==> src/rtl/whack_pkg.sv <==
// -----------------------------------------------------------------------------
// whack_pkg
// Shared definitions for the whack-a-mole game blocks.
//   RAND_W        : width of the prbs16 output word
//   LIVES_DEFAULT : default lives per game
//   state_t       : game FSM encodings (3 bits)
//   max_int       : helper for deriving counter widths from parameters
// -----------------------------------------------------------------------------
package whack_pkg;

  localparam int RAND_W        = 16;
  localparam int LIVES_DEFAULT = 3;

  typedef enum logic [2:0] {
    ST_IDLE = 3'd0,
    ST_DRAW = 3'd1,
    ST_WAIT = 3'd2,
    ST_UP   = 3'd3,
    ST_OVER = 3'd4
  } state_t;

  function automatic int max_int(input int a, input int b);
    return (a > b) ? a : b;
  endfunction

endpackage

==> src/rtl/btn_edge_detect.sv <==
// -----------------------------------------------------------------------------
// btn_edge_detect
// Registers a vector of already-debounced buttons and flags rising edges.
// Ports:
//   clk   in  1  system clock
//   rst   in  1  synchronous, active-low reset (clears the history)
//   btn   in  W  button levels, active-high
//   rise  out W  btn & ~previous btn (combinational from the current level)
// -----------------------------------------------------------------------------
module btn_edge_detect #(
  parameter int W = 8
) (
  input  logic         clk,
  input  logic         rst,
  input  logic [W-1:0] btn,
  output logic [W-1:0] rise
);

  logic [W-1:0] btn_q;

  // NOTE: sequential state uses non-blocking assignments so every register
  // samples the pre-edge values of the others.
  always_ff @(posedge clk) begin
    if (!rst) btn_q <= '0;
    else      btn_q <= btn;
  end

  assign rise = btn & ~btn_q;

endmodule

==> src/rtl/mole_scheduler.sv <==
// -----------------------------------------------------------------------------
// mole_scheduler
// Game-control stage behind prbs16: picks the hole and pre-appearance delay
// from the random word, times the mole, judges hits/misses, keeps score and
// lives, and pulses prbs_shift_en so each random word is consumed once.
//
// Ports:
//   clk           in  1          system clock
//   rst           in  1          synchronous, active-low reset
//   start         in  1          level; starts/restarts a game from IDLE/OVER
//   btn           in  NUM_HOLES  debounced player buttons, active-high
//   rand_in       in  RAND_W     outSeq from prbs16
//   prbs_shift_en out 1          shiftEn to prbs16 (IDLE and DRAW only)
//   mole          out NUM_HOLES  one-hot visible mole, zero when hidden
//   hit_pulse     out 1          one-cycle pulse on a hit
//   miss_pulse    out 1          one-cycle pulse on a timeout
//   score         out SCORE_W    hits this game, saturating
//   lives         out 3          remaining lives
//   game_over     out 1          high in OVER
//
// Build option: MOLE_NO_REPEAT_EN -- when defined, a drawn hole equal to the
// previous hole of the same game is bumped to the next hole (mod NUM_HOLES).
// -----------------------------------------------------------------------------
module mole_scheduler
  import whack_pkg::*;
#(
  parameter int HOLE_BITS  = 3,
  parameter int DELAY_BITS = 4,
  parameter int DELAY_MIN  = 4,
  parameter int UP_TIME    = 16,
  parameter int SCORE_W    = 8,
  parameter int LIVES      = LIVES_DEFAULT
) (
  input  logic                    clk,
  input  logic                    rst,
  input  logic                    start,
  input  logic [2**HOLE_BITS-1:0] btn,
  input  logic [RAND_W-1:0]       rand_in,
  output logic                    prbs_shift_en,
  output logic [2**HOLE_BITS-1:0] mole,
  output logic                    hit_pulse,
  output logic                    miss_pulse,
  output logic [SCORE_W-1:0]      score,
  output logic [2:0]              lives,
  output logic                    game_over
);

  localparam int NUM_HOLES = 2**HOLE_BITS;
  // Counter must hold both the longest WAIT load and UP_TIME-1.
  localparam int CNT_W = max_int(max_int($clog2(DELAY_MIN + 2**DELAY_BITS),
                                         $clog2(UP_TIME)), 1);

  state_t                 state, state_nxt;
  logic [CNT_W-1:0]       cnt, cnt_nxt;
  logic [HOLE_BITS-1:0]   hole, hole_nxt;
  logic [SCORE_W-1:0]     score_nxt;
  logic [2:0]             lives_nxt;
  logic [NUM_HOLES-1:0]   mole_nxt;
  logic                   hit_nxt, miss_nxt;
  logic                   shift_int;
  logic [NUM_HOLES-1:0]   btn_rise;
  logic [HOLE_BITS-1:0]   cand;
  logic                   unused_rand;

`ifdef MOLE_NO_REPEAT_EN
  logic first_draw, first_draw_nxt;
`endif

  // Only the hole and delay fields of the random word are consumed.
  assign unused_rand = ^rand_in;

  btn_edge_detect #(.W(NUM_HOLES)) u_btn_edge (
    .clk  (clk),
    .rst  (rst),
    .btn  (btn),
    .rise (btn_rise)
  );

  // Hole candidate for the next DRAW.
  always_comb begin
    cand = rand_in[HOLE_BITS-1:0];
`ifdef MOLE_NO_REPEAT_EN
    // Incrementing the HOLE_BITS-wide value wraps the top hole to hole 0.
    if (!first_draw && cand == hole) cand = cand + 1'b1;
`endif
  end

  // NOTE: every output of this block gets a default first, so no path
  // through the case leaves a signal unassigned and no latch is inferred.
  always_comb begin
    state_nxt = state;
    cnt_nxt   = cnt;
    hole_nxt  = hole;
    score_nxt = score;
    lives_nxt = lives;
    hit_nxt   = 1'b0;
    miss_nxt  = 1'b0;
    shift_int = 1'b0;
`ifdef MOLE_NO_REPEAT_EN
    first_draw_nxt = first_draw;
`endif

    case (state)
      ST_IDLE, ST_OVER: begin
        // prbs free-runs in IDLE so the start time perturbs the sequence.
        shift_int = (state == ST_IDLE);
        if (start) begin
          state_nxt = ST_DRAW;
          score_nxt = '0;
          lives_nxt = 3'(LIVES);
`ifdef MOLE_NO_REPEAT_EN
          first_draw_nxt = 1'b1;
`endif
        end
      end

      ST_DRAW: begin
        shift_int = 1'b1;
        hole_nxt  = cand;
        cnt_nxt   = CNT_W'(DELAY_MIN) + CNT_W'(rand_in[HOLE_BITS +: DELAY_BITS]);
        state_nxt = ST_WAIT;
`ifdef MOLE_NO_REPEAT_EN
        first_draw_nxt = 1'b0;
`endif
      end

      ST_WAIT: begin
        if (cnt == '0) begin
          state_nxt = ST_UP;
          cnt_nxt   = CNT_W'(UP_TIME - 1);
        end else begin
          cnt_nxt = cnt - 1'b1;
        end
      end

      ST_UP: begin
        // A hit on the expiry cycle takes priority over the timeout.
        if (btn_rise[hole]) begin
          hit_nxt   = 1'b1;
          score_nxt = (&score) ? score : score + 1'b1;
          state_nxt = ST_DRAW;
        end else if (cnt == '0) begin
          miss_nxt  = 1'b1;
          lives_nxt = lives - 1'b1;
          state_nxt = (lives == 3'd1) ? ST_OVER : ST_DRAW;
        end else begin
          cnt_nxt = cnt - 1'b1;
        end
      end

      default: state_nxt = ST_IDLE;
    endcase
  end

  // Registered mole: lit on the same edge that enters UP.
  always_comb begin
    mole_nxt = '0;
    if (state_nxt == ST_UP) mole_nxt[hole_nxt] = 1'b1;
  end

  always_ff @(posedge clk) begin
    if (!rst) begin
      state      <= ST_IDLE;
      cnt        <= '0;
      hole       <= '0;
      score      <= '0;
      lives      <= '0;
      mole       <= '0;
      hit_pulse  <= 1'b0;
      miss_pulse <= 1'b0;
    end else begin
      state      <= state_nxt;
      cnt        <= cnt_nxt;
      hole       <= hole_nxt;
      score      <= score_nxt;
      lives      <= lives_nxt;
      mole       <= mole_nxt;
      hit_pulse  <= hit_nxt;
      miss_pulse <= miss_nxt;
    end
  end

`ifdef MOLE_NO_REPEAT_EN
  always_ff @(posedge clk) begin
    if (!rst) first_draw <= 1'b1;
    else      first_draw <= first_draw_nxt;
  end
`endif

  assign prbs_shift_en = rst & shift_int;
  assign game_over     = (state == ST_OVER);

endmodule

==> config.mk <==
export PLATFORM = sky130hd
export DESIGN_NAME = mole_scheduler
export DESIGN_NICKNAME = d
export VERILOG_FILES = /design/src/rtl/whack_pkg.sv /design/src/rtl/btn_edge_detect.sv /design/src/rtl/mole_scheduler.sv
export SDC_FILE = /design/constraint.sdc
export NUM_CORES = 1
export LEC_CHECK = 0
export ABC_AREA = 1
export ABC_CLOCK_PERIOD_IN_PS = 1250
export CORE_ASPECT_RATIO = 1.2
export CORE_MARGIN = 4
export CORE_UTILIZATION = 45
export DETAILED_ROUTE_END_ITERATION = 16
export PLACE_DENSITY = 0.76
export SYNTH_ARGS = -nofsm -noshare
export SYNTH_HDL_FRONTEND = slang
export SYNTH_HIERARCHICAL = 1
export SYNTH_SLANG_ARGS = --single-unit
==> constraint.sdc <==
create_clock -name clk -period 1.25 [get_ports clk]
set_input_delay 0.25 -clock clk [delete_from_list [all_inputs] [get_ports clk]]
set_output_delay 0.25 -clock clk [all_outputs]
set_load 0.05 [all_outputs]
### Word level (Yosys, flattened, before mapping)

Cells that the tools add are included.

| cells by class | value |
|---|---|
| $add $sub $neg | 4 |
| order comparisons | 3 |
| equality and inequality tests | 12 |
| muxes and demuxes | 26 |
| bitwise operators | 5 |
| reduce and logical (&&, ||, !) cells | 13 |

Operators with widths:

| kind | count |
|---|---|
| $mux W3 | 9 |
| $mux W8 | 3 |
| $pmux W8 S2 | 1 |
| $mux W5 | 3 |
| $pmux W5 S3 | 1 |
| $ne A2 B2 Y1 const B | 6 |
| $pmux W3 S4 | 1 |
| $eq A3 B2 Y1 const B | 3 |
| $add A8 B1 Y8 const B | 1 |
| $and A8 B8 Y8 | 1 |
| $lt A3 B4 Y1 const B | 2 |
| $not A8 Y8 | 1 |
| $reduce_and A4 Y1 | 2 |
| $reduce_and A8 Y1 | 1 |
| $eq A3 B1 Y1 const B | 2 |
| $pmux W3 S2 | 1 |
| $add A3 B4 Y5 const A | 1 |
| $logic_not A5 Y1 | 1 |
| $sub A5 B1 Y5 const B | 1 |
| $mux W1 | 4 |
| $reduce_and A2 Y1 | 2 |
| $bmux W1 S3 | 1 |
| $demux W1 S3 | 1 |
| $eq A3 B3 Y1 const B | 1 |
| other kinds (12) | 13 |

| word-level totals | value |
|---|---|
| register bits | 40 |
| bits of input ports | 27 |
| output and inout port bits | 23 |
| logic and storage cells | 72 |

### Logic depth before layout (Yosys ltp)

Gate-level depths: netlist of run 1.

| logic depth | value |
|---|---|
| depth in word-level cells | 8 |
| mapped depth | 11 |
| gate-level depth less buffers | 11 |

### By module

The synthesis of run 1 kept the hierarchy.

By module, submodules not included:

| module | instances | cells each | area an instance (um^2) | seq. area each (um^2) |
|---|---|---|---|---|
| mole_scheduler | 1 | 275 | 1826.8 | 640.6 |
| btn_edge_detect | 1 | 41 | 285.3 | 160.2 |

### Worst setup path before layout of run 1

OpenSTA, ideal clock, no wires.

| timing | value |
|---|---|
| path kind | in2out |
| from | in rst |
| to | out prbs_shift_en |
| data arrival time | 1.664 ns |
| data required time | 1.000 ns |
| slack | -0.664 ns |
| stages on the path | 3 |
| path buffers | 1 |
| path through | buf_2 > clkinv_1 > nor3_1 |

| on the way | value |
|---|---|
| cells in the longest elaborated chain, start to end | 1 |

Ends and longest elaborated chain:

| element | RTL line | text |
|---|---|---|
| start: declaration | mole_scheduler.sv:35 | `input logic rst,` |
| $and A1 B1 Y1 | mole_scheduler.sv:190 | `assign prbs_shift_en = rst & shift_int;` |
| end: declaration | mole_scheduler.sv:39 | `output logic prbs_shift_en,` |

No other way between the ends.

### Worst setup path after layout of run 1

| timing | value |
|---|---|
| from | reg score[1] |
| to | reg score[7] |

| on the way | value |
|---|---|
| cells in the longest elaborated chain, start to end | 4 |
| elaborated cells on any way between the ends | 7 |
| those cells by class | 1 x add/sub; 1 x eq/ne; 3 x mux; 2 x reduce/logical |

Ends and longest elaborated chain:

| element | RTL line | text |
|---|---|---|
| start: declaration | mole_scheduler.sv:43 | `output logic [SCORE_W-1:0] score,` |
| start signal: assignment | mole_scheduler.sv:175 | `score <= score_nxt;` |
| $add A8 B1 Y8 | mole_scheduler.sv:140 | `score_nxt = (&score) ? score : score + 1'b1;` |
| $mux W8 | mole_scheduler.sv:140 |  |
| $mux W8 | mole_scheduler.sv:138 | `if (btn_rise[hole]) begin` |
| $pmux W8 S2 | mole_scheduler.sv:103 | `case (state)` |

Several ways; a longest one is shown, not always the timed one. The select of a mux whose other input is x is not followed.
A chain may end at the register's enable or synchronous reset.

==> results of run 1 <==
report_power, final:
group / internal (mW) / total [mW] / switching, mW
Sequential: 1.38 / 1.47 / 0.0963
Combinational: 0.949 / 2.28 / 1.33
Clock: 0.380 / 0.876 / 0.496
final cells by class:
cell class,instances,area share [%]
multi-input combinational,218,39.05
clock inverter,2,0.2951
inverter,56,6.164
timing repair buffer,94,28.56
sequential,40,22.23
tap,58,1.902
clock buffer,5,1.803
path summary, 6_finish.rpt:
kind                            startpoint             endpoint  slack [ps]
worst max register to register    score[1]             score[7]        -260
worst max-delay path              score[1]             score[7]        -260
worst min register to register    score[7]             score[7]         520
worst min-delay path                btn[3]  u_btn_edge/btn_q[3]         260
through the flow:
stage / instance area (um^2) / instances
4_1_cts: 3606 / 469
5_1_grt: 3816 / 473
3_5_place_dp: 3213 / 451
2_1_floorplan: 2223 / 316
6_report: 3816 / 473
3_3_place_gp: 3213 / 451
synth_stat cells (all sizes together):
| master | instances | area [um^2] |
|---|---|---|
| a21oi | 13 | 76.33 |
| a31oi | 1 | 6.260 |
| buf | 2 | 10.01 |
| clkbuf | 1 | 3.750 |
| clkinv | 1 | 3.750 |
| dfxtp | 40 | 800.8 |
| ha | 6 | 75.07 |
| inv | 55 | 214.0 |
| nand2 | 83 | 336.6 |
| nand3 | 28 | 167.7 |
| nand4 | 6 | 37.54 |
| nor2 | 64 | 270.3 |
| nor3 | 4 | 20.02 |
| o21ai | 7 | 46.30 |
| xnor2 | 2 | 17.52 |
| xor2 | 3 | 26.28 |
cells by family (layout without fill, tap and decap cells):
logic type | Yosys count | count (layout)
AO/OA/AOI/OAI | 21 | 21
XOR/XNOR | 5 | 5
adder cells (fa/ha/maj) | 6 | 6
buffers and inverters | 59 | 157
flip-flops | 40 | 40
AND/OR/NAND/NOR | 185 | 186
per-layer routing:
layer | global-route usage, % | part of all wire (%) | wire, um
met1 | 24.72 | 36 | 2966
met2 | 45.91 | 51 | 4250
met4 | 13.68 | 6.9 | 570
met3 | 4.843 | 6.3 | 526
met5 | 0 | 0 | 0
flip-flops by register name (all words and copies together) (netlist names):
name / cells
miss_pulse: 1
lives: 3
score: 8
hit_pulse: 1
u_btn_edge/btn_q: 8
cnt: 5
hole: 3
state: 3
mole: 8
critical path, cell delays in order, from the launching register on:
cell	delay, ps
sky130_fd_sc_hd__dfxtp_4	400
sky130_fd_sc_hd__nand2_1	110
sky130_fd_sc_hd__nor2_1	330
sky130_fd_sc_hd__nand2_1	150
sky130_fd_sc_hd__nand2_1	80
sky130_fd_sc_hd__nand2_1	60
sky130_fd_sc_hd__nor2_2	110
sky130_fd_sc_hd__nand3_2	90
sky130_fd_sc_hd__a21oi_2	120
repair_timing:
action | in CTS | in global routing
resized for setup | 63 | 46
pin swaps | 21 | 19
setup buffers | 10 | 4
gates cloned | 1 | 0
setup endpoints to repair | 30 | 32
endpoints found under the hold margin | 0 | 0
==> summary by stage, run 1 <==
Finish
0 antenna diodes ended up in the layout. Relative to the synthesized area, the layout overhead comes to 80.69%. The most frequent standard cell in the layout excluding fill and tap cells is sky130_fd_sc_hd__nand2_1. The final core utilization is 83.68%.

The filler cells instantiated in the layout total ~230. The footprint of the flip-flops and latches is 848.3 um^2. The share of layout cells above drive strength 1 is 44.58%. The total area of multi-input combinational cells is between 0.001 and 0.0015 mm^2. In the layout the commonest cells are 60 x sky130_fd_sc_hd__nand2_1, 47 x sky130_fd_sc_hd__inv_1, 45 x sky130_fd_sc_hd__nor2_1, 40 x sky130_fd_sc_hd__buf_4, 24 x sky130_fd_sc_hd__buf_12. The number of nets in the layout is 448.

Timing
The hold violation count in the final report is 0. In the final timing run, aggregate negative setup slack is -6136 ps. The final clock period utilization by the worst path is 121.0%. Across all setup checks in the final design, the least slack found is -262.7 ps. The final critical path time including I/O delays and setup is 1513 ps. For this run, the top clock speed supported by timing is 0.6611 GHz. Hold is met by 262.5 ps.

The max-slew violation total from the final report is 0. Setup repair after global routing could not meet its margin everywhere. The worst pin sits at a relative slew slack of 74.17%.

For the pin with the worst max-slew slack, the measured transition is 386.0 ps. Across the routed clock network, the largest skew measured is 8.488 ps. Setup violations remaining at the end of the flow were counted as 32.

Route
The remaining routing DRC violations is 0. Wires add up to 8314 um. The routed layout has 2,617 vias. The detailed router finished its first iteration with 242 violations. The remaining antenna violation count after routing is 0. In the routed layout, each cell is associated on average with a via count of 5.533. The pre-antenna-repair detailed-routing pass consisted of 5 iterations. In the final routed layout, each cell accounts on average for 17.58 um.

Critical path
Of all nets on the critical path, the largest fanout is 4. The worst setup path is of the reg -> reg kind. STA classifies the critical path startpoint as a register. Data on the critical path is required at its endpoint by 1500 ps. The worst register-to-register path has a depth of 8. The worst setup path is captured at a register. STA puts the critical path data arrival time at 1760 ps.

GRT
Entering global routing, the biggest net connects 17 pins. The final global-route overflow total is 0. The initial antenna violation count is 0. The first global-routing pass estimated ~12,000 um of wire.

The via count of the first global-routing pass is about 2,500. For this run, the total global-route usage over all layers was measured as about a quarter.

Power and ir drop
After layout, the design draws a total of 4.630 mW. The power per standard cell area is approximately 1200 mW/mm^2. The maximum resistive drop on vdd is approximately 0.83 mV.

Summed over all cells, the static leakage comes to 1.751 nW.

Logic synthesis
The multiplexer fraction of the synthesized cell area is 0%. The area share of and/or/nand/nor cells after synthesis is approximately two fifths. By area, the combinational part of the netlist is dominated by simple AND/OR/NAND/NOR gates. Summing the sequential cell areas from Yosys gives 37.91% of the chip area. The mean cell area of the mapped netlist is approximately 6.7 um^2. The cell count after synthesis came out at 316. When the netlist entered floorplanning its net count stood at 349.

The number of library cell types mapped by synthesis is 27. The adder-cell share of the synthesized area is about 3.6%. The post-synthesis sequential element count is 40. For this run, the number of Yosys warnings is 6.

The compound-cell area share of the yosys netlist is 6.102%. The post-synthesis instance area is 0.002112 mm^2. The xor and xnor fraction of the mapped netlist area is 2.073%.

Floorplanning
The die area is 0.005858 mm^2. The width of the die is between 70 and 80 um. The floorplan core area is between 0.004 and 0.005 mm^2.

The die extent in y is 83.05 um. The number of top-level pins is 50. After floorplanning, the core was divided into 27 placement rows. Once the floorplan was initialized, standard cells occupied 46.31% of the core.

Clock tree
The clock reaches the later pin of the worst-skew pair after 310 ps. The CTS H-tree depth is 2. TritonCTS built the clock tree. The buffer depth of the longest clock path is 2. After clock tree synthesis, the clock-pin slew on the worst setup and hold paths is roughly 80 ps. The number of buffers created by CTS is 5. The hold buffer count at cts is 0.

The buffer cell driving the clock tree root is sky130_fd_sc_hd__clkbuf_8. Counting every sink on the clock net gives 40.

Place
The post-place setup slack is -635.2 ps. Port buffering added 40 buffers. Detailed placement ended at an HPWL of slightly below 4000 um.

The final estimated routing congestion in global placement is around 0.83.

Run status
The final reports fail on setup timing. The flow ran to the end, but the final reports show violations.

Hold path
Counting instances, the worst hold path has a depth of 3. The class of the tightest hold or removal check is in -> reg.

Flow run
The number of maximum-capacitance violations is 0.
Power figures use the tool's default switching activity.
==> run 2: changes to the inputs <==
--- a/config.mk
+++ b/config.mk
@@ -6,12 +6,12 @@
 export NUM_CORES = 1
 export LEC_CHECK = 0
 export ABC_AREA = 1
-export ABC_CLOCK_PERIOD_IN_PS = 1250
+export ABC_CLOCK_PERIOD_IN_PS = 1950
 export CORE_ASPECT_RATIO = 1.2
 export CORE_MARGIN = 4
-export CORE_UTILIZATION = 45
+export CORE_UTILIZATION = 53
 export DETAILED_ROUTE_END_ITERATION = 16
-export PLACE_DENSITY = 0.76
+export PLACE_DENSITY = 0.84
 export SYNTH_ARGS = -nofsm -noshare
 export SYNTH_HDL_FRONTEND = slang
 export SYNTH_HIERARCHICAL = 1
==> constraint.sdc (replaced) <==
create_clock -name clk -period 1.95 [get_ports clk]
set_input_delay 0.39 -clock clk [delete_from_list [all_inputs] [get_ports clk]]
set_output_delay 0.39 -clock clk [all_outputs]
set_load 0.1 [all_outputs]
==> run 2 against run 1 <==
The run now ends clean; final cell count is 12% lower; register-to-register slack better by 620 ps; wire length is 47% lower; highest routed layer unchanged.
==> summary by stage, run 2 (synthesis results as in run 1) <==
Finish
The share of layout cells above drive strength 1 is 18.03% (was 44.58%). Most frequent cells in the layout: 77 x sky130_fd_sc_hd__nand2_1, 57 x sky130_fd_sc_hd__nor2_1, 50 x sky130_fd_sc_hd__inv_1, 36 x sky130_fd_sc_hd__dfxtp_1, 24 x sky130_fd_sc_hd__nand3_1 (was 60 x sky130_fd_sc_hd__nand2_1, 47 x sky130_fd_sc_hd__inv_1, 45 x sky130_fd_sc_hd__nor2_1, 40 x sky130_fd_sc_hd__buf_4, 24 x sky130_fd_sc_hd__buf_12). Registers with the most flip-flops: mole: 8 flops, score: 8 flops, u_btn_edge/btn_q: 8 flops (unchanged). The area of all placed cells without fillers is 0.002731 mm^2 (was 0.003816 mm^2). The final core utilization came to 73.35% (was 83.68%).

The final standard cell count with taps included and fillers excluded was 418 (was 473). The number of nets in the layout came to 398 (was 448). The number of diodes added for antenna fixing came to 0 (unchanged).

The most frequent standard cell in the layout excluding fill and tap cells is sky130_fd_sc_hd__nand2_1 (unchanged). The synthesis-to-layout area growth is 29.32% (was 80.69%).

Clock tree
The number of buffers inserted by post-CTS setup repair came to 0 (was 10). The buffer depth of the longest clock path was 2 (unchanged). The hold buffer count at cts is 0 (unchanged). The buffer cell driving the clock tree root is sky130_fd_sc_hd__clkbuf_8 (unchanged). The number of sinks on the clock net is 40 (unchanged). The CTS tree is built (unchanged).

The post-cts resize count is 0 (was 63). The clock-pin slew reported for the worst setup and hold paths after clock tree synthesis is 70 ps (was 80 ps). The number of buffers created by CTS came to 5 (unchanged).

The later-pin clock latency in the skew report is 290 ps (was 310 ps). The CTS H-tree depth is 2 (unchanged).

Route
The wire length on met2 came to 2186 um (was 4250 um). The number of optimization iterations in the first detailed-route pass came to 4 (was 5). The wire length the detailed router placed on met1 is 1942 um (was 2966 um). The detailed-route wire length per cell is 10.52 um (was 17.58 um).

The initial DRC count is 122 (was 242). The post-detailed-route via-to-cell ratio came to 4.720 (was 5.533). The remaining routing DRC violations is 0 (unchanged).

The overall routed net length came to 4399 um (was 8314 um). The detailed-route via count is 1,973 (was 2,617). The uppermost metal layer occupied by signal nets was met4 (unchanged). The remaining antenna violation count after routing is 0 (unchanged).

The length of routed met3 wiring is 186 um (was 526 um).

Floorplanning
The die extent in y is 77.15 um (was 83.05 um). The number of rows created at floorplan is 24 (was 27). The starting density of the core is 56.72% (was 46.31%).

The floorplan core area is 0.003724 mm^2 (was 0.004561 mm^2). The number of top-level pins is 50 (unchanged). The width of the die is 65.63 um (was 70.54 um). The die area is 0.005063 mm^2 (was 0.005858 mm^2).

Critical path
The biggest fanout along the worst timing path was 2 (was 4). The biggest cell delay along the critical path came to 490 ps (was 400 ps). The start point of the critical path is rst (was score[1]). The critical path buffer and inverter count is 3 (was 0). The worst endpoint required time was 1560 ps (was 1500 ps). Cells traversed along the worst timing path: clkdlybuf4s50_1, clkinv_1, nor3_4, buf_12 (was nand2_1, nor2_1, nand2_1, nand2_1, nand2_1, nor2_2, nand3_2, a21oi_2). The cell family with the largest share of critical-path delay was buffers and inverters (was simple AND/OR/NAND/NOR gates).

The startpoint kind of the worst setup timing path is an input port (was register). The critical path data arrival time was 1420 ps (was 1760 ps). The source of the worst register-to-register timing path is cnt[0] (was score[1]). The category of the worst setup path capture point is a primary output (was register). The kind of critical path is in -> out (was reg -> reg). The master of the slowest instance on the critical path was sky130_fd_sc_hd__clkdlybuf4s50_1 (was sky130_fd_sc_hd__dfxtp_4).

GRT
The overall fraction of global-route tracks in use is 19.18% (was 24.55%). The first-pass GRT wire length is 7831 um (was 11,540 um). The initial antenna violation count was 0 (unchanged).

The final global-route overflow total came to 0 (unchanged). The via count of the first global-routing pass is 1,905 (was 2,536). The pin count of the biggest net entering global routing came to 17 (unchanged).

Power and ir drop
The sum of internal, switching and leakage power is 2.346 mW (was 4.630 mW). The power per standard cell area is 858.9 mW/mm^2 (was 1213 mW/mm^2). The static leakage was 1.307 nW (was 1.751 nW). The maximum resistive drop on vdd came to 0.5465 mV (was 0.8348 mV).

Timing
The count of endpoints failing setup in the final report was 0 (was 32). The setup slack after layout is 140.0 ps (was -262.7 ps). The final-layout setup total negative slack is 0 ps (was -6136 ps). The final clock period utilization by the worst path is 92.82%.

Setup repair after global routing missed its margin: no (was yes). The final critical path time including I/O delays and setup is 1810 ps. The worst hold margin is 493.5 ps (was 262.5 ps). The max-slew violation total from the final report came to 0 (unchanged). The hold violation count in the final report was 0 (unchanged). The relative slew slack is 73.74% (was 74.17%). Derived from the worst setup path, the maximum achievable clock frequency is around 0.55 GHz.

The clock skew is 4.406 ps (was 8.488 ps). The slew at the pin closest to its max-slew limit was 393.3 ps (was 386.0 ps).

Place
The post-detailed-placement cell area came to 0.002638 mm^2 (was 0.003213 mm^2). The number of port buffers is 40 (unchanged). The half-perimeter wire length after detailed placement was 3418 um (was 3899 um). The post-place setup slack came to -94.98 ps (was -635.2 ps). The number of placed instances, taps included is 410 (was 451). The final estimated routing congestion in global placement is 0.8900 (was 0.8340).

Run status
Run status: completed (was finished, violations left).

Hold path
The start point of the worst hold path was score[4] (was btn[3]). The class of the tightest hold or removal check is reg -> reg (was in -> reg).

Flow run
The number of maximum-capacitance violations is 0 (unchanged).
[run 2: cell count changes in the layout (fill, tap and decap cells not counted), moves of 7 or more]
cell | before | now
sky130_fd_sc_hd__clkdlybuf4s50_1 | 8 | 17
sky130_fd_sc_hd__dfxtp_4 | 10 | 0
sky130_fd_sc_hd__nand3_1 | 14 | 24
sky130_fd_sc_hd__buf_6 | 12 | 0
sky130_fd_sc_hd__nand2_1 | 60 | 77
sky130_fd_sc_hd__dlygate4sd2_1 | 9 | 0
sky130_fd_sc_hd__a21oi_2 | 7 | 0
sky130_fd_sc_hd__a21oi_1 | 4 | 12
sky130_fd_sc_hd__buf_12 | 24 | 6
sky130_fd_sc_hd__nor2_1 | 45 | 57
sky130_fd_sc_hd__nand2_4 | 12 | 2
sky130_fd_sc_hd__dfxtp_1 | 22 | 36
sky130_fd_sc_hd__buf_4 | 40 | 22
sky130_fd_sc_hd__nor2_2 | 11 | 4
[run 2: layer usage]
metal	up-vias	track usage [%]
li1	1065	-
met1	862	22.51
met2	37	32.70
met3	9	4.825
met4	0	7.469
met5	-	0
[run 2: final timing paths]
| kind | to | slack [ps] | depth (start not counted) |
|---|---|---|---|
| max | prbs_shift_en | 140 | 4 |
| min | score[4] | 490 | 2 |
| max reg2reg | mole[7] | 360 | 10 |
| min reg2reg | score[4] | 490 | 2 |
[run 2: worst register-to-register path, stage by stage, from the launching register on]
cell                      delay, ps
sky130_fd_sc_hd__dfxtp_1        320
sky130_fd_sc_hd__inv_1           90
sky130_fd_sc_hd__ha_1           200
sky130_fd_sc_hd__nand3_2        160
sky130_fd_sc_hd__nor2_2         220
sky130_fd_sc_hd__nor2_1          60
sky130_fd_sc_hd__nand2_1         80
sky130_fd_sc_hd__nand2_1         70
sky130_fd_sc_hd__nand2_2        120
sky130_fd_sc_hd__nand3_2        100
sky130_fd_sc_hd__nor2_1         100
[run 2: power breakdown]
| part | internal [mW] | switching (mW) | total [mW] |
|---|---|---|---|
| registers | 0.883 | 0.0518 | 0.935 |
| logic | 0.283 | 0.564 | 0.846 |
| clock network | 0.287 | 0.277 | 0.565 |
[run 2: layout make-up]
cell class | instances | area [um^2]
Clock buffer | 7 | 86.33
Clock inverter | 1 | 7.507
Fill cell | 328 | 992.2
Inverter | 56 | 217.7
Multi-Input combinational cell | 217 | 1094
Sequential cell | 40 | 805.8
Tap cell | 52 | 65.06
Timing Repair Buffer | 45 | 455.4
==> run 3: changes to the inputs <==
--- a/config.mk
+++ b/config.mk
@@ -6,12 +6,13 @@
 export NUM_CORES = 1
 export LEC_CHECK = 0
 export ABC_AREA = 1
-export ABC_CLOCK_PERIOD_IN_PS = 1950
+export ABC_CLOCK_PERIOD_IN_PS = 1700
 export CORE_ASPECT_RATIO = 1.2
 export CORE_MARGIN = 4
-export CORE_UTILIZATION = 53
+export CORE_UTILIZATION = 49
 export DETAILED_ROUTE_END_ITERATION = 16
-export PLACE_DENSITY = 0.84
+export PLACE_DENSITY = 0.79
+export SETUP_SLACK_MARGIN = 0.02
 export SYNTH_ARGS = -nofsm -noshare
 export SYNTH_HDL_FRONTEND = slang
 export SYNTH_HIERARCHICAL = 1
==> constraint.sdc (replaced) <==
create_clock -name clk -period 1.7 [get_ports clk]
set_input_delay 0.34 -clock clk [delete_from_list [all_inputs] [get_ports clk]]
set_output_delay 0.34 -clock clk [all_outputs]
set_load 0.1 [all_outputs]
==> run 3 against run 2 <==
Setup slack worse by 53 ps; final area up 11%; non-clock buffer count up 5; register-to-register slack worse by 170 ps; wire length up 9.6%; critical endpoint is now lives[1]; largest cell class unchanged; largest power group unchanged.
==> summary by stage, run 3 (synthesis results as in run 1) <==
Timing
The hold violation count in the final report is 0 (unchanged). Of the available clock period, the critical path in the final layout requires a little over nine tenths. Setup repair after global routing missed its margin: yes (was no). The count of endpoints failing setup in the final report is 0 (unchanged). The max-slew violation total from the final report is 0 (unchanged). The highest attainable clock frequency is 0.6199 GHz. The final-layout setup total negative slack is 0 ps (unchanged). The setup slack after layout is 86.93 ps (was 140.0 ps). The final critical path time including I/O delays and setup is about 1600 ps.

The relative slew slack was 82.97% (was 73.74%). The clock skew came to 6.482 ps (was 4.406 ps). The worst hold margin is 508.4 ps (was 493.5 ps).

The slew at the pin closest to its max-slew limit is 255.4 ps (was 393.3 ps).

Critical path
The critical path buffer and inverter count is 4 (was 3). The start point of the critical path is btn[7] (was rst). The kind of critical path is in -> reg (was in -> out). The biggest cell delay along the critical path was 480 ps (was 490 ps). The worst endpoint required time is 1890 ps (was 1560 ps). The source of the worst register-to-register timing path was cnt[0] (unchanged). The cell family with the largest share of critical-path delay is simple AND/OR/NAND/NOR gates (was buffers and inverters).

Cells traversed along the worst timing path: clkdlybuf4s50_1, inv_1, nor2_1, inv_1, nand2_1, nand3_2, nand3_2, nand2_2, buf_4, nand2_4, nand3_1, nand2_1, nor2_1 (was clkdlybuf4s50_1, clkinv_1, nor3_4, buf_12). The category of the worst setup path capture point was a register (was primary output). The startpoint kind of the worst setup timing path is an input port (unchanged). The biggest fanout along the worst timing path was 7 (was 2).

The master of the slowest instance on the critical path was sky130_fd_sc_hd__clkdlybuf4s50_1 (unchanged). The critical path data arrival time is 1800 ps (was 1420 ps).

Power and ir drop
The maximum resistive drop on vdd was 0.6002 mV (was 0.5465 mV). The power per standard cell area is 904.8 mW/mm^2 (was 858.9 mW/mm^2). The sum of internal, switching and leakage power is 2.756 mW (was 2.346 mW).

The static leakage came to 1.410 nW (was 1.307 nW).

Clock tree
The later-pin clock latency in the skew report came to 290 ps (about the same). The number of sinks on the clock net came to 40 (unchanged). The CTS tree was built (unchanged). The clock-pin slew reported for the worst setup and hold paths after clock tree synthesis was 80 ps (was 70 ps).

The buffer cell driving the clock tree root is sky130_fd_sc_hd__clkbuf_8 (unchanged). The CTS H-tree depth is 2 (unchanged). The number of buffers created by CTS came to 5 (unchanged). The buffer depth of the longest clock path is 2 (unchanged).

Place
The post-detailed-placement cell area is 0.002893 mm^2 (was 0.002638 mm^2). The number of port buffers came to 40 (unchanged). The final estimated routing congestion in global placement was 0.8522 (was 0.8900). The post-place setup slack is -304.3 ps (was -94.98 ps). The half-perimeter wire length after detailed placement is 3591 um (was 3418 um).

Floorplanning
The die area is 0.005429 mm^2 (was 0.005063 mm^2). The width of the die came to 67.93 um (was 65.63 um). The starting density of the core is 52.34% (was 56.72%). The number of top-level pins was 50 (unchanged). The die extent in y was 79.92 um (was 77.15 um). The floorplan core area is 0.004035 mm^2 (was 0.003724 mm^2). The number of rows created at floorplan is 25 (was 24).

GRT
The final global-route overflow total came to 0 (unchanged). The pin count of the biggest net entering global routing is 17 (unchanged). The initial antenna violation count is 0 (unchanged). The overall fraction of global-route tracks in use was 19.67% (was 19.18%).

The via count of the first global-routing pass came to 2,017 (was 1,905). The first-pass GRT wire length came to 8259 um (was 7831 um).

Run status
Run status: completed (unchanged).

Finish
Most frequent cells in the layout: 75 x sky130_fd_sc_hd__nand2_1, 57 x sky130_fd_sc_hd__nor2_1, 50 x sky130_fd_sc_hd__inv_1, 28 x sky130_fd_sc_hd__dfxtp_1, 23 x sky130_fd_sc_hd__buf_12 (was 77 x sky130_fd_sc_hd__nand2_1, 57 x sky130_fd_sc_hd__nor2_1, 50 x sky130_fd_sc_hd__inv_1, 36 x sky130_fd_sc_hd__dfxtp_1, 24 x sky130_fd_sc_hd__nand3_1). The number of diodes added for antenna fixing is 0 (unchanged). The share of layout cells above drive strength 1 is 24.05% (was 18.03%).

The synthesis-to-layout area growth was 44.19% (was 29.32%). The number of nets in the layout came to 403 (was 398). The most frequent standard cell in the layout excluding fill and tap cells is sky130_fd_sc_hd__nand2_1 (unchanged). The area of all placed cells without fillers was 0.003045 mm^2 (was 0.002731 mm^2).

Registers with the most flip-flops: mole: 8 flops, score: 8 flops, u_btn_edge/btn_q: 8 flops (unchanged).

Route
The remaining routing DRC violations is 0 (unchanged). The overall routed net length came to 4823 um (was 4399 um). The detailed-route wire length per cell was 11.38 um (was 10.52 um). The post-detailed-route via-to-cell ratio is 4.807 (was 4.720). The number of optimization iterations in the first detailed-route pass is 4 (unchanged).

The initial DRC count is 177 (was 122). The remaining antenna violation count after routing is 0 (unchanged). The detailed-route via count is 2,038 (was 1,973).

Flow run
The number of maximum-capacitance violations came to 0 (unchanged).

Hold path
The start point of the worst hold path is score[4] (unchanged). The class of the tightest hold or removal check is reg -> reg (unchanged).
## run 3: cell count changes in the layout (fill, tap and decap cells not counted), sizes merged
cell / change
dlymetal6s2s: +1
clkinv: +1
clkbuf: -2
buf: +5
clkdlybuf4s50: -1
## run 3: repair_timing
action,4_1_cts,5_1_grt
hold buffers,0,0
pin swaps,0,4
gates resized for setup,4,11
endpoints found under the setup margin,10,26
setup buffers,0,2
## run 3: layout make-up
type                            count  area (um^2)
Sequential cell                    40        820.8
Clock inverter                      2        12.51
Clock buffer                        5        68.82
Timing Repair Buffer               50        708.2
Fill cell                         278        989.7
Inverter                           56        219.0
Tap cell                           54        67.56
Multi-Input combinational cell    217         1149
## run 3: worst min-delay path, cell delays in order (launching register included)
cell and delay (ps):
sky130_fd_sc_hd__dfxtp_2 350, sky130_fd_sc_hd__nand2_1 70, sky130_fd_sc_hd__a21oi_1 50
## run 3: report_power, final
part | internal [mW] | leakage (nW) | switching, mW | total [mW]
registers | 1.01 | 0.333 | 0.0719 | 1.08
logic | 0.376 | 1.04 | 0.692 | 1.07
clock network | 0.278 | 0.0400 | 0.325 | 0.603
## run 3: stage by stage
step	util [%]	std cells
after detailed placement	71.69	415
after global routing	75.47	424
after global placement	71.69	415
after floorplan	-	316
final	75.47	424
after CTS	73.95	422
## run 3: routing by layer
metal,global-route usage [%],wire length (um)
met1,20.80,1943
met2,36.45,2580
met3,3.521,189
met4,8.748,109
met5,0,0
## run 3: final timing paths
kind	to	slack (ps)	cells past startpoint
max	lives[1]	90	13
min	score[4]	510	2
max reg2reg	mole[2]	190	10
min reg2reg	score[4]	510	2
